==> src/rtl/binary_to_bcd_seq.sv <==
// Multi-cycle binary-to-BCD converter using shift-and-add-3, one bit per clock.
// Optional two's complement input: the magnitude is converted and the sign is reported separately.
module binary_to_bcd_seq #(
  parameter int WIDTH  = 16,
  parameter int DIGITS = 5,
  parameter int SIGNED = 0
) (
  input  logic                  clk,
  input  logic                  rst,
  input  logic                  start,
  input  logic [WIDTH-1:0]      binary_input,
  output logic                  busy,
  output logic                  done,
  output logic [4*DIGITS-1:0]   bcd_output,
  output logic                  sign_output
);

  localparam int MIN_DIGITS = (WIDTH * 30103 + 99999) / 100000;
  localparam int CW         = $clog2(WIDTH + 1);

  if (WIDTH < 2) begin : g_width_check
    $error("binary_to_bcd_seq: WIDTH must be at least 2");
  end
  if (DIGITS < MIN_DIGITS) begin : g_digits_check
    $error("binary_to_bcd_seq: DIGITS too small to hold every WIDTH-bit value");
  end

  typedef enum logic {IDLE, CONV} state_t;

  state_t                r_state;
  state_t                w_state_next;
  logic                  w_accept;
  logic                  w_last;
  logic [CW-1:0]         r_count;
  logic [4*DIGITS-1:0]   r_bcd;
  logic [4*DIGITS-1:0]   w_adj;
  logic [4*DIGITS-1:0]   w_bcd_shift;
  logic [WIDTH-1:0]      r_bin;
  logic [WIDTH-1:0]      w_mag;
  logic                  w_neg;
  logic                  r_neg;
  logic                  r_done;
  logic [4*DIGITS-1:0]   r_bcd_out;
  logic                  r_sign_out;

  // WIDTH-bit negation read as unsigned already yields 2^(WIDTH-1) for the most negative input,
  // so it matches a WIDTH+1-bit magnitude without carrying an always-zero top bit.
  assign w_neg = (SIGNED != 0) && binary_input[WIDTH-1];
  assign w_mag = w_neg ? (~binary_input + {{(WIDTH-1){1'b0}}, 1'b1}) : binary_input;

  assign w_last = (r_count == CW'(WIDTH - 1));

  always_comb begin
    w_adj = r_bcd;
    for (int d = 0; d < DIGITS; d++) begin
      if (r_bcd[4*d +: 4] >= 4'd5) begin
        w_adj[4*d +: 4] = r_bcd[4*d +: 4] + 4'd3;
      end
    end
  end

  assign w_bcd_shift = {w_adj[4*DIGITS-2:0], r_bin[WIDTH-1]};

  always_ff @(posedge clk or posedge rst) begin
    if (rst) begin
      r_state <= IDLE;
    end else begin
      r_state <= w_state_next;
    end
  end

  always_comb begin
    w_state_next = r_state;
    w_accept     = 1'b0;
    case (r_state)
      IDLE: begin
        if (start) begin
          w_accept     = 1'b1;
          w_state_next = CONV;
        end
      end
      CONV: begin
        if (w_last) begin
          w_state_next = IDLE;
        end
      end
      default: w_state_next = IDLE;
    endcase
  end

  // Results are published only on the final step, so the outputs never expose partial sums.
  always_ff @(posedge clk or posedge rst) begin
    if (rst) begin
      r_count    <= '0;
      r_bcd      <= '0;
      r_bin      <= '0;
      r_neg      <= 1'b0;
      r_done     <= 1'b0;
      r_bcd_out  <= '0;
      r_sign_out <= 1'b0;
    end else begin
      r_done <= 1'b0;
      if (w_accept) begin
        r_count <= '0;
        r_bcd   <= '0;
        r_bin   <= w_mag;
        r_neg   <= w_neg;
      end else if (r_state == CONV) begin
        r_count <= r_count + CW'(1);
        r_bcd   <= w_bcd_shift;
        r_bin   <= {r_bin[WIDTH-2:0], 1'b0};
        if (w_last) begin
          r_bcd_out  <= w_bcd_shift;
          r_sign_out <= r_neg;
          r_done     <= 1'b1;
        end
      end
    end
  end

  assign busy        = (r_state == CONV);
  assign done        = r_done;
  assign bcd_output  = r_bcd_out;
  assign sign_output = (SIGNED != 0) ? r_sign_out : 1'b0;

endmodule

==> config.mk <==
export PLATFORM = sky130hd
export DESIGN_NAME = binary_to_bcd_seq
export DESIGN_NICKNAME = d
export VERILOG_FILES = /design/src/rtl/binary_to_bcd_seq.sv
export SDC_FILE = /design/constraint.sdc
export NUM_CORES = 1
export LEC_CHECK = 0
export CAP_MARGIN = 10
export CORE_MARGIN = 5
export CORE_UTILIZATION = 39
export DETAILED_ROUTE_END_ITERATION = 16
export PLACE_DENSITY_LB_ADDON = 0.2
export SYNTH_ARGS = -nofsm -noshare
export SYNTH_HDL_FRONTEND = slang
export SYNTH_SLANG_ARGS = --single-unit
==> constraint.sdc <==
create_clock -name clk -period 2 [get_ports clk]
set_input_delay 0.2 -clock clk [delete_from_list [all_inputs] [get_ports clk]]
set_output_delay 0.2 -clock clk [all_outputs]
set_load 0.005 [all_outputs]
==> impl_metrics.xml <==
<?xml version="1.0" encoding="UTF-8"?>
<metrics>
  <group name="sta">
    <metric name="share_of_the_cycle_needed_by_the_critical_path_after_routing" unit="%">90.7</metric>
    <metric name="slew_viol_final" unit="">0</metric>
    <metric name="rsz0062_at_grt" unit="">false</metric>
    <metric name="final_period_minus_worst_setup_slack" unit="ns">1.81</metric>
    <metric name="worst_hold_slack" unit="ns">0.205</metric>
    <metric name="final.setup.worst_slack" unit="ns">0.185</metric>
    <metric name="finalHoldViolCount" unit="">0</metric>
    <metric name="tns" unit="ns">0</metric>
    <metric name="timing.final.setup_violations" unit="">0</metric>
    <metric name="maxClockFrequency" unit="MHz">551</metric>
    <metric name="clock_skew" unit="ns">0.00543</metric>
  </group>
  <group name="synthesis">
    <metric name="synth_cell_type_count" unit="">43</metric>
    <metric name="synth_seq_area_share" unit="%">46.7</metric>
    <metric name="avgSynthCellArea" unit="um^2">9.59</metric>
    <metric name="synthesis.nets" unit="">383</metric>
    <metric name="netlist_instances" unit="">352</metric>
    <metric name="synth.cell_area" unit="mm^2">0.00338</metric>
    <metric name="yosysWarningCount" unit="">0</metric>
    <metric name="seq_cells_post_synth" unit="">63</metric>
  </group>
  <group name="clock_tree">
    <metric name="clk_pin_slew" unit="ns">0.07</metric>
    <metric name="htreeDepth" unit="">3</metric>
    <metric name="post_cts_repair_timing_setup_buffer_count" unit="">0</metric>
    <metric name="cts.sinks" unit="">63</metric>
    <metric name="numCtsBuffers" unit="">9</metric>
    <metric name="clock_path_buffers" unit="">2</metric>
    <metric name="cts_tree" unit="">done</metric>
    <metric name="holdBufCountCts" unit="">0</metric>
    <metric name="clkLatencyLatePin" unit="ns">0.33</metric>
    <metric name="root_buffer" unit="">clkbuf_8</metric>
  </group>
  <group name="floorplanning">
    <metric name="placement_rows" unit="">34</metric>
    <metric name="pin_count" unit="">42</metric>
    <metric name="die_height" unit="um">103</metric>
    <metric name="design.core.area" unit="mm^2">0.00859</metric>
    <metric name="die_span_in_x" unit="um">103</metric>
    <metric name="floorplan.initialDensity" unit="%">39.3</metric>
    <metric name="die-area" unit="mm^2">0.0106</metric>
  </group>
  <group name="route">
    <metric name="finalWirelength" unit="um">7510</metric>
    <metric name="drt-wirelength-per-cell" unit="um">15.0</metric>
    <metric name="route.vias.total" unit="">2672</metric>
    <metric name="drt_pass1_iterations" unit="">5</metric>
    <metric name="ant_nets" unit="">0</metric>
    <metric name="drc" unit="">0</metric>
    <metric name="drt-vias-per-instance" unit="">5.32</metric>
    <metric name="drt_iter0_drc" unit="">99</metric>
  </group>
  <group name="placement">
    <metric name="post-dp-hpwl" unit="um">5300</metric>
    <metric name="placement.io_buffers" unit="">40</metric>
    <metric name="gpl.final_weighted_congestion" unit="">0.792</metric>
    <metric name="dp_worst_setup_slack" unit="ns">0.134</metric>
    <metric name="place_inst" unit="">487</metric>
  </group>
  <group name="pwr">
    <metric name="power_leakage" unit="nW">1.76</metric>
    <metric name="power_density" unit="mW/mm^2">1450</metric>
    <metric name="peakVddDrop" unit="mV">0.615</metric>
    <metric name="post_route_total_power" unit="mW">5.94</metric>
  </group>
  <group name="global_route">
    <metric name="largest_net_degree_at_the_start_of_global_routing" unit="">35</metric>
    <metric name="grt-ovfl-total" unit="">0</metric>
    <metric name="antenna_found_initial" unit="">0</metric>
    <metric name="wire_length_of_the_first_global_routing_pass" unit="um">12700</metric>
    <metric name="gr-usage-all-layers" unit="%">15.3</metric>
    <metric name="grt_pass1_vias" unit="">2600</metric>
  </group>
  <group name="final_layout">
    <metric name="design.final.nets" unit="">421</metric>
    <metric name="fill_cells" unit="">824</metric>
    <metric name="multi_input_comb_area" unit="mm^2">0.00159</metric>
    <metric name="drive_above_1_share" unit="%">8.38</metric>
    <metric name="seqCellArea" unit="mm^2">0.00158</metric>
    <metric name="antennaDiodeCount" unit="">0</metric>
    <metric name="syn2layout_area_growth" unit="%">21.1</metric>
    <metric name="finalNonFillerCells" unit="">502</metric>
  </group>
  <group name="worst_setup_path">
    <metric name="start_kind" unit="">flip-flop</metric>
    <metric name="r2r-end" unit="">bcd_output[13]$_DFFE_PP0P_</metric>
    <metric name="reg2reg_from" unit="">r_count[0]$_DFFE_PP0P_</metric>
    <metric name="critical_path_class" unit="">flip-flop to flip-flop</metric>
    <metric name="cp.arrival" unit="ns">2.00</metric>
    <metric name="worst_setup_ep_type" unit="">flip-flop</metric>
    <metric name="worst-path-max-fanout" unit="">16</metric>
    <metric name="r2r.worst_path.cells" unit="">7</metric>
    <metric name="timing.critical_path.required" unit="ns">2.19</metric>
    <metric name="r2r_setup_slack" unit="ns">0.19</metric>
  </group>
  <group name="status">
    <metric name="run_status" unit="">completed</metric>
  </group>
  <group name="hold_path">
    <metric name="worst_hold_path_type" unit="">input pin to async pin</metric>
  </group>
  <group name="flow_run">
    <metric name="max-cap-violations" unit="">0</metric>
  </group>
</metrics>
## power breakdown
group,total [mW],switching [mW],internal (mW)
Sequential,2.35,0.536,1.81
Clock,1.04,0.474,0.565
Combinational,2.56,1.33,1.23
Total,5.94,2.34,3.60
## area by class of cell
| cell class | instances | share of cell area (%) |
|---|---|---|
| clock inverters | 4 | 1.16 |
| inverters | 16 | 1.53 |
| clock buffers | 11 | 3.21 |
| repair buffers | 54 | 13.3 |
| well taps | 108 | 3.31 |
| flip-flops and latches | 63 | 38.6 |
| multi-input cells | 246 | 38.9 |
## cells in the final DEF, fill, tap and decap left out, drive strengths merged, types with 2 or more instances in the layout
master,Yosys,routed
a22oi,2,2
nor3b,8,8
a211oi,4,4
clkinv,0,2
o211ai,3,3
or4,4,4
o2111ai,3,3
nor2,5,5
a31oi,5,5
buf,21,14
inv,16,16
a21oi,8,8
o31ai,9,9
a311o,3,3
a21boi,4,4
nand4,2,2
or3,2,2
nor3,3,3
ha,12,12
nand3b,4,4
o21ai,36,36
nor2b,9,9
a2111o,8,8
dfrtp,63,63
clkdlybuf4s50,0,40
nand3,21,21
clkbuf,6,11
nand2b,6,6
a22o,2,2
nand2,52,52
o311ai,4,4
mux2i,17,17
nor4,3,3
## worst max-delay path: stages, from the launching register on
cell and delay [ns]:
dfrtp_1 0.40, ha_1 0.22, and3_1 0.19, ha_1 0.22, nand2_4 0.17, buf_4 0.24
a2111o_1 0.11, o311ai_0 0.12
## flip-flops by register name (all words and copies together) (netlist names)
register	cells
r_bcd	20
r_count	5
r_bin	16
done	1
busy	1
bcd_output	20
## cells in the mapped netlist (all sizes together)
library cell	count	area (um^2)
o211ai	3	22.5
nor2	5	18.8
a311o	3	30.0
clkbuf	6	22.5
a21oi	8	40.0
mux2	1	11.3
a211oi	4	30.0
dfrtp	63	1580
or3	2	12.5
inv	16	60.1
nor2b	9	56.3
and3	1	6.26
ha	12	150
xnor2	1	8.76
nand2	52	203
a22oi	2	15.0
a21boi	4	30.0
nor3b	8	60.1
mux2i	17	170
nand3	21	105
xor2	1	8.76
o31ai	9	67.6
o2111ai	3	26.3
nor3	3	15.0
conb	1	3.75
nor4	3	18.8
nand4	2	12.5
nand3b	4	30.0
or4	4	30.0
buf	21	126
o21ai	36	180
a31oi	5	31.3
a2bb2oi	1	8.76
and2b	1	7.51
nand2b	6	37.5
o311ai	4	35.0
a2111o	8	90.1
a22o	2	17.5
## timing repair
action	4_1_cts	5_1_grt
gates resized for setup	0	2
hold endpoints to repair	0	0
endpoints found under the setup margin	0	2
## per-layer routing
layer	up-vias	global-route usage, %	share of wire [%]	wire length [um]
li1	1339	-	-	-
met1	1264	19.1	45	3360
met2	62	25.7	48	3630
met3	7	4.60	5.5	416
met4	0	3.98	1.3	100
met5	-	0	0	0
## metrics by stage
stage	utilization, %	area [um^2]
6_report	47.6	4090
5_1_grt	47.6	4090
4_1_cts	47.5	4090
3_5_place_dp	45.5	3910
3_3_place_gp	45.5	3910
2_1_floorplan	-	3380
## how the worst max path moves through the flow
| stage | start | to | slack, ns | cells past startpoint |
|---|---|---|---|---|
| 2_1_floorplan | rst | bcd_output[0]$_DFFE_PP0P_ | 0.23 | 1 |
| 4_1_cts | r_count[0]$_DFFE_PP0P_ | bcd_output[9]$_DFFE_PP0P_ | 0.12 | 7 |
| 5_1_grt | r_count[0]$_DFFE_PP0P_ | bcd_output[9]$_DFFE_PP0P_ | 0.06 | 7 |
| 3_3_place_gp | r_count[0]$_DFFE_PP0P_ | bcd_output[7]$_DFFE_PP0P_ | 0.19 | 6 |
| 3_5_place_dp | r_count[0]$_DFFE_PP0P_ | bcd_output[9]$_DFFE_PP0P_ | 0.13 | 7 |
| 6_report | r_count[0]$_DFFE_PP0P_ | bcd_output[13]$_DFFE_PP0P_ | 0.19 | 7 |
## logic make-up after synthesis
| group | after synthesis | synth area share, % |
|---|---|---|
| compound gates | 92 | 18.5 |
| xor+xnor | 2 | 0.519 |
| fa+ha+maj | 12 | 4.45 |
| buf+inv | 43 | 6.19 |
| flops | 63 | 46.7 |
| mux | 18 | 5.37 |
| other cells | 1 | 0.111 |
| simple gates | 121 | 18.2 |
Note: power is estimated with default switching activity, not from simulation.
